===== src/rtl/bp_fe_bht_ctrl.sv =====
// bp_fe_bht_ctrl: 1RW BHT SRAM controller. It runs the post-reset init sweep, serves lookups, and applies
// queued direction updates as read-modify-write. Optional perf counters: define BP_FE_BHT_CTRL_PERF_EN.
module bp_fe_bht_ctrl #(
    parameter int bht_idx_width_p   = 9,
    parameter int bp_cnt_sat_bits_p = 2,
    parameter int upd_fifo_els_p    = 4,
    parameter int max_stall_p       = 8
) (
    input  logic                         clk_i,
    input  logic                         reset_n_i,
    input  logic                         r_v_i,
    input  logic [bht_idx_width_p-1:0]   idx_r_i,
    output logic                         r_ready_o,
    output logic                         predict_v_o,
    output logic                         predict_o,
    input  logic                         w_v_i,
    input  logic [bht_idx_width_p-1:0]   idx_w_i,
    input  logic                         taken_i,
    output logic                         w_ready_o,
    output logic                         mem_v_o,
    output logic                         mem_w_o,
    output logic [bht_idx_width_p-1:0]   mem_addr_o,
    output logic [bp_cnt_sat_bits_p-1:0] mem_data_o,
    input  logic [bp_cnt_sat_bits_p-1:0] mem_data_i,
    output logic                         init_done_o
`ifdef BP_FE_BHT_CTRL_PERF_EN
    ,
    output logic [31:0]                  perf_lookups_o,
    output logic [31:0]                  perf_updates_o,
    output logic [31:0]                  perf_stalls_o
`endif
);

    localparam int ptr_w_lp   = $clog2(upd_fifo_els_p);
    localparam int stall_w_lp = $clog2(max_stall_p + 1);
    localparam int ent_w_lp   = bht_idx_width_p + 1;

    localparam logic [bp_cnt_sat_bits_p-1:0] cnt_max_lp  = {bp_cnt_sat_bits_p{1'b1}};
    localparam logic [bp_cnt_sat_bits_p-1:0] cnt_zero_lp = {bp_cnt_sat_bits_p{1'b0}};
    localparam logic [bp_cnt_sat_bits_p-1:0] cnt_one_lp  = {{(bp_cnt_sat_bits_p-1){1'b0}}, 1'b1};
    localparam logic [bp_cnt_sat_bits_p-1:0] init_val_lp = {1'b0, {(bp_cnt_sat_bits_p-1){1'b1}}};
    localparam logic [bht_idx_width_p-1:0]   idx_last_lp = {bht_idx_width_p{1'b1}};
    localparam logic [bht_idx_width_p-1:0]   idx_zero_lp = {bht_idx_width_p{1'b0}};
    localparam logic [bht_idx_width_p-1:0]   idx_one_lp  = {{(bht_idx_width_p-1){1'b0}}, 1'b1};
    localparam logic [ptr_w_lp:0]            ptr_one_lp  = (ptr_w_lp + 1)'(32'd1);
    localparam logic [stall_w_lp-1:0]        stall_one_lp = stall_w_lp'(32'd1);
    localparam logic [stall_w_lp-1:0]        stall_max_lp = stall_w_lp'(max_stall_p);

    typedef enum logic [1:0] {
        S_INIT   = 2'd0,
        S_IDLE   = 2'd1,
        S_UPD_RD = 2'd2,
        S_UPD_WR = 2'd3
    } state_e;

    // Saturating step of a direction counter toward the resolved outcome.
    function automatic logic [bp_cnt_sat_bits_p-1:0] sat_next(
        input logic [bp_cnt_sat_bits_p-1:0] cnt,
        input logic                         taken
    );
        logic [bp_cnt_sat_bits_p-1:0] res;
        if (taken && (cnt != cnt_max_lp)) begin
            res = cnt + cnt_one_lp;
        end else if (!taken && (cnt != cnt_zero_lp)) begin
            res = cnt - cnt_one_lp;
        end else begin
            res = cnt;
        end
        return res;
    endfunction

    state_e                         state_q, state_d;
    logic [bht_idx_width_p-1:0]     init_addr_q, init_addr_d;
    logic                           init_done_q, init_done_d;
    logic [stall_w_lp-1:0]          stall_cnt_q, stall_cnt_d;
    logic [bht_idx_width_p-1:0]     rmw_idx_q, rmw_idx_d;
    logic                           rmw_taken_q, rmw_taken_d;
    logic [bp_cnt_sat_bits_p-1:0]   nxt_cnt_q, nxt_cnt_d;
    logic                           predict_v_q, predict_v_d;
    logic                           predict_last_q;
    logic [ent_w_lp-1:0]            fifo_q [upd_fifo_els_p];
    logic [ptr_w_lp:0]              wr_ptr_q, rd_ptr_q;

    logic                           fifo_empty_s, fifo_full_s;
    logic                           enq_s, deq_s;
    logic [ent_w_lp-1:0]            head_s;
    logic                           r_ready_s;
    logic                           mem_v_s, mem_w_s;
    logic [bht_idx_width_p-1:0]     mem_addr_s;
    logic [bp_cnt_sat_bits_p-1:0]   mem_data_s;

    // Extra pointer bit distinguishes full from empty when the low bits match.
    assign fifo_empty_s = (wr_ptr_q == rd_ptr_q);
    assign fifo_full_s  = (wr_ptr_q[ptr_w_lp] != rd_ptr_q[ptr_w_lp]) &&
                          (wr_ptr_q[ptr_w_lp-1:0] == rd_ptr_q[ptr_w_lp-1:0]);
    assign head_s       = fifo_q[rd_ptr_q[ptr_w_lp-1:0]];
    assign w_ready_o    = init_done_q & ~fifo_full_s;
    assign enq_s        = w_v_i & w_ready_o;

    // Next-state, port arbitration and SRAM command generation.
    always_comb begin
        state_d     = state_q;
        init_addr_d = init_addr_q;
        init_done_d = init_done_q;
        stall_cnt_d = stall_cnt_q;
        rmw_idx_d   = rmw_idx_q;
        rmw_taken_d = rmw_taken_q;
        nxt_cnt_d   = nxt_cnt_q;
        predict_v_d = 1'b0;
        deq_s       = 1'b0;
        r_ready_s   = 1'b0;
        mem_v_s     = 1'b0;
        mem_w_s     = 1'b0;
        mem_addr_s  = idx_zero_lp;
        mem_data_s  = cnt_zero_lp;
        case (state_q)
            S_INIT: begin
                mem_v_s    = 1'b1;
                mem_w_s    = 1'b1;
                mem_addr_s = init_addr_q;
                mem_data_s = init_val_lp;
                if (init_addr_q == idx_last_lp) begin
                    state_d     = S_IDLE;
                    init_done_d = 1'b1;
                    init_addr_d = idx_zero_lp;
                end else begin
                    init_addr_d = init_addr_q + idx_one_lp;
                end
            end
            S_IDLE: begin
                r_ready_s = ~(~fifo_empty_s && (stall_cnt_q == stall_max_lp));
                if (r_v_i && r_ready_s) begin
                    mem_v_s     = 1'b1;
                    mem_addr_s  = idx_r_i;
                    predict_v_d = 1'b1;
                    if (!fifo_empty_s) begin
                        stall_cnt_d = stall_cnt_q + stall_one_lp;
                    end else begin
                        stall_cnt_d = stall_cnt_q;
                    end
                end else if (!fifo_empty_s) begin
                    mem_v_s     = 1'b1;
                    mem_addr_s  = head_s[ent_w_lp-1:1];
                    deq_s       = 1'b1;
                    rmw_idx_d   = head_s[ent_w_lp-1:1];
                    rmw_taken_d = head_s[0];
                    stall_cnt_d = {stall_w_lp{1'b0}};
                    state_d     = S_UPD_RD;
                end else begin
                    stall_cnt_d = {stall_w_lp{1'b0}};
                end
            end
            S_UPD_RD: begin
                nxt_cnt_d = sat_next(mem_data_i, rmw_taken_q);
                state_d   = S_UPD_WR;
            end
            S_UPD_WR: begin
                mem_v_s    = 1'b1;
                mem_w_s    = 1'b1;
                mem_addr_s = rmw_idx_q;
                mem_data_s = nxt_cnt_q;
                state_d    = S_IDLE;
            end
            default: begin
                state_d = S_INIT;
            end
        endcase
    end

    // Controller state, update FIFO and prediction registers.
    always_ff @(posedge clk_i or negedge reset_n_i) begin
        if (!reset_n_i) begin
            state_q        <= S_INIT;
            init_addr_q    <= idx_zero_lp;
            init_done_q    <= 1'b0;
            stall_cnt_q    <= {stall_w_lp{1'b0}};
            rmw_idx_q      <= idx_zero_lp;
            rmw_taken_q    <= 1'b0;
            nxt_cnt_q      <= cnt_zero_lp;
            predict_v_q    <= 1'b0;
            predict_last_q <= 1'b0;
            fifo_q         <= '{default: {ent_w_lp{1'b0}}};
            wr_ptr_q       <= {(ptr_w_lp + 1){1'b0}};
            rd_ptr_q       <= {(ptr_w_lp + 1){1'b0}};
        end else begin
            state_q     <= state_d;
            init_addr_q <= init_addr_d;
            init_done_q <= init_done_d;
            stall_cnt_q <= stall_cnt_d;
            rmw_idx_q   <= rmw_idx_d;
            rmw_taken_q <= rmw_taken_d;
            nxt_cnt_q   <= nxt_cnt_d;
            predict_v_q <= predict_v_d;
            if (predict_v_q) begin
                predict_last_q <= mem_data_i[bp_cnt_sat_bits_p-1];
            end
            if (enq_s) begin
                fifo_q[wr_ptr_q[ptr_w_lp-1:0]] <= {idx_w_i, taken_i};
                wr_ptr_q <= wr_ptr_q + ptr_one_lp;
            end
            if (deq_s) begin
                rd_ptr_q <= rd_ptr_q + ptr_one_lp;
            end
        end
    end

    // SRAM strobes are held low while reset is asserted, even though the FSM sits in INIT.
    assign mem_v_o     = mem_v_s & reset_n_i;
    assign mem_w_o     = mem_w_s & reset_n_i;
    assign mem_addr_o  = mem_addr_s;
    assign mem_data_o  = (mem_w_s & reset_n_i) ? mem_data_s : cnt_zero_lp;
    assign r_ready_o   = r_ready_s;
    assign init_done_o = init_done_q;
    assign predict_v_o = predict_v_q;
    assign predict_o   = predict_v_q ? mem_data_i[bp_cnt_sat_bits_p-1] : predict_last_q;

`ifdef BP_FE_BHT_CTRL_PERF_EN
    logic [31:0] perf_lookups_q, perf_updates_q, perf_stalls_q;
    logic        lookup_acc_s;

    assign lookup_acc_s = r_v_i & r_ready_s;

    // Free-running wrapping event counters.
    always_ff @(posedge clk_i or negedge reset_n_i) begin
        if (!reset_n_i) begin
            perf_lookups_q <= 32'd0;
            perf_updates_q <= 32'd0;
            perf_stalls_q  <= 32'd0;
        end else begin
            if (lookup_acc_s) begin
                perf_lookups_q <= perf_lookups_q + 32'd1;
            end
            if (state_q == S_UPD_WR) begin
                perf_updates_q <= perf_updates_q + 32'd1;
            end
            if (r_v_i && !r_ready_s && init_done_q) begin
                perf_stalls_q <= perf_stalls_q + 32'd1;
            end
        end
    end

    assign perf_lookups_o = perf_lookups_q;
    assign perf_updates_o = perf_updates_q;
    assign perf_stalls_o  = perf_stalls_q;
`endif

endmodule

===== config.mk =====
export PLATFORM = sky130hd
export DESIGN_NAME = bp_fe_bht_ctrl
export DESIGN_NICKNAME = d
export VERILOG_FILES = /design/src/rtl/bp_fe_bht_ctrl.sv
export SDC_FILE = /design/constraint.sdc
export NUM_CORES = 1
export LEC_CHECK = 0
export ABC_CLOCK_PERIOD_IN_PS = 3200
export BUFFER_PORTS_ARGS = -buffer_cell sky130_fd_sc_hd__buf_2
export CAP_MARGIN = 20
export CORE_AREA = 4 4 84 145
export CTS_CLUSTER_DIAMETER = 80
export DETAILED_ROUTE_END_ITERATION = 16
export DIE_AREA = 0 0 88 149
export SLEW_MARGIN = 40
export SYNTH_ARGS = -nofsm -noshare
export SYNTH_HDL_FRONTEND = slang
export SYNTH_SLANG_ARGS = --single-unit

===== constraint.sdc =====
create_clock -name clk_i -period 3.2 [get_ports clk_i]
set_clock_uncertainty 0.1 [all_clocks]
set_input_delay 0.16 -clock clk_i [delete_from_list [all_inputs] [get_ports clk_i]]
set_output_delay 0.16 -clock clk_i [all_outputs]
set_load 0.005 [all_outputs]

==> impl_metrics.csv <==
group,metric,value,unit
pwr,leakagePower,0.00223,uW
layout,drive_above_1_share,0.333,
pwr,power.switching,1100,uW
hold_path,hp-class,"primary input to flop",
global_routing,grt_max_degree,46,
sta,period_share,0.814,
global_routing,grt_usage,0.146,
setup_path,worstSetupPathType,"flop to flop",
sta,hold_violations,0,
setup_path,critPathMaxStageDelay,420,ps
setup_path,critPathArrivalTime,2720,ps
global_routing,grt_pass1_vias,2859,
pwr,clock_power_share,0.321,
detailed_routing,wl_per_cell,17.7,um
pwr,p_int,2080,uW
synth,synth_async_sr_flop_share,1.00,
pwr,seqPwrFrac,0.384,
synth,synthTopCellsByCount,"dfrtp_1 (76), mux2_2 (36), inv_1 (20)",
die,num_io_pins,43,
die,rows,51,
setup_path,crit_buf_inv,0,
detailed_routing,first_iter_violations,74,
hold_path,hp-start,"taken_i",
global_routing,antenna_found_initial,0,
clock_tree,clockRootBuffer,"clkbuf_16",
setup_path,r2r_start,"init_addr_q[0]",
die,start_util,0.354,
sta,tns,0,ps
layout,fin_nets,409,
pwr,power,3180,uW
pwr,p_per_area,694,nW/um^2
synth,seq_area_frac_synth,0.487,
clock_tree,ctsHoldBuffers,3,
detailed_routing,drt_first_pass_iters,5,
synth,synthFlopType,"dfrtp_1",
setup_path,reg2reg_depth,8,
detailed_routing,viasPerCell,5.38,
setup_path,path_depth,8,
clock_tree,cts_made_buffers,9,
die,dieArea,13100,um^2
clock_tree,clk_path_buf_depth,2,
die,fp.coreArea,11000,um^2
place,dp_hpwl,6.60,mm
detailed_routing,postRouteAntennaNets,0,
sta,clock.fmax,384,MHz
place,routabilityCongestion,0.794,
synth,yosysMostFrequentCell,"dfrtp_1",
sta,worstMarginPinSlew,657,ps
layout,syn_to_final_growth,17.5,%
clock_tree,cts_resized,0,
setup_path,cpMostUsedCell,"and3_1",
hold_path,min_path_cells,2,
status,outcome,"completed",
detailed_routing,vias,2711,
global_routing,overflow,0,
layout,num_antenna_cells,0,
setup_path,crit_fanout,9,
setup_path,start_kind,"flop",
setup_path,path_delay_family,"simple AND/OR/NAND/NOR gates",
synth,syn_area,3900,um^2
synth,syn_nets,362,
die,fp.dieW,88,um
sta,setup_viol_count_final,0,
detailed_routing,drt-total-wl,8.90,mm
sta,drv_slew,0,
die,fp.dieH,149,um
setup_path,startpoint,"init_addr_q[0]",
run,max_cap_violations,0,
sta,rsz0062_at_grt,"no",
sta,final.min_clock_period,2610,ps
sta,relSlewSlack,0.559,
clock_tree,htreeDepth,3,
clock_tree,cts_tree,"yes",
synth,ys_warn_count,0,
synth,synth-edff-count,0,
setup_path,critPathSlowestCell,"dfrtp_1",
setup_path,required,3310,ps
synth,synth-seq-cells,76,
setup_path,path_cells,"ha_1 > and3_1 > and3_1 > and3_1 > ha_1 > nand2b_1 > o21a_1 > mux2_2",
synth,avgSynthCellArea,12.2,um^2
place,numPortBuffers,42,
clock_tree,cts.sinks,76,
pwr,peakVddDrop,0.372,mV
synth,synth_cell_types,46,
synth,synth_top_area_frac,0.487,
clock_tree,post_cts_buffers,0,
clock_tree,clk_latency,330,ps
setup_path,cp-end-kind,"flop",
pwr,swShare,0.345,
pwr,p_comb_frac,0.296,
detailed_routing,drcViolationCount,0,
synth,synthCells,320,
synth,synth_area_leaders,"dfrtp_1 (49%), mux2_2 (10%), mux4_2 (5.8%), ha_1 (5.4%), mux2_4 (3.5%)",
clock_tree,cts.clk_slew.worst_paths,60,ps
global_routing,grt_pass1_wl,14.6,mm
synth,yosysTopAreaCell,"dfrtp_1",
[cells in the final DEF, fill, tap and decap left out, types with 9 or more instances in the layout]
| master | count |
|---|---|
| a22oi_1 | 9 |
| dfrtp_1 | 76 |
| mux2_4 | 9 |
| nand4_1 | 9 |
| clkbuf_16 | 9 |
| ha_1 | 17 |
| mux2_2 | 36 |
| o21ai_0 | 17 |
| mux4_2 | 10 |
| a21oi_1 | 10 |
| buf_2 | 41 |
| nand3_1 | 13 |
| inv_1 | 20 |
| a31oi_1 | 9 |
[cell families (layout without fill, tap and decap cells)]
| group | Yosys count | after routing | synth area share |
|---|---|---|---|
| simple gates | 60 | 60 | 0.0859 |
| flops | 76 | 76 | 0.487 |
| mux | 59 | 59 | 0.206 |
| xor+xnor | 11 | 11 | 0.0247 |
| compound gates | 62 | 62 | 0.104 |
| buf+inv | 35 | 87 | 0.0372 |
| fa+ha+maj | 17 | 17 | 0.0545 |
[cell type report]
| type | count | area [um^2] |
|---|---|---|
| multi-input combinational | 209 | 1860 |
| clock buffer | 9 | 225 |
| timing repair buffer | 51 | 288 |
| fill | 1041 | 6450 |
| tap | 132 | 165 |
| clock inverter | 7 | 76.3 |
| sequential | 76 | 1900 |
| inverter | 20 | 75.1 |
[flip-flops by register name, summed over array words and instances (netlist names)]
signal / count
fifo_q: 40
init_addr_q: 9
init_done_o: 1
nxt_cnt_q: 2
predict_last_q: 1
predict_v_o: 1
rd_ptr_q: 3
rmw_idx_q: 9
rmw_taken_q: 1
stall_cnt_q: 4
state_q: 2
wr_ptr_q: 3
[through the flow]
step	cell area (um^2)	hold WS (ps)	setup WS, ps	instances	util
6_report	4590	4.53	594	504	0.416
5_1_grt	4590	11.8	418	504	0.416
4_1_cts	4590	1.27	605	504	0.416
3_5_place_dp	4260	41.2	626	485	0.386
3_3_place_gp	4260	31.9	703	485	0.386
2_1_floorplan	3910	-236	834	320	-
[final timing paths]
path	to	slack, ps
max	state_q[1]	590
min	fifo_q[0]	5
max reg2reg	state_q[1]	590
min reg2reg	predict_last_q	400
max in group asynchronous	fifo_q[5]	1830
min in group asynchronous	fifo_q[12]	210
[power groups by stage]
stage | Combinational (uW) | Sequential [uW] | Clock [uW]
2_1_floorplan | 667 | 1180 | 0
3_3_place_gp | 923 | 1230 | 0
3_5_place_dp | 949 | 1240 | 0
4_1_cts | 954 | 1220 | 1040
5_1_grt | 1060 | 1240 | 1080
6_report | 941 | 1220 | 1020
[per-layer routing]
metal | vias up | track usage | part of all wire | routed length [um]
li1 | 1274 | - | - | -
met1 | 1378 | 0.165 | 0.39 | 3470
met2 | 49 | 0.267 | 0.56 | 4990
met3 | 10 | 0.0271 | 0.034 | 305
met4 | 0 | 0.0499 | 0.016 | 138
met5 | - | 0 | 0 | 0
(Power assumes the default switching activity.)
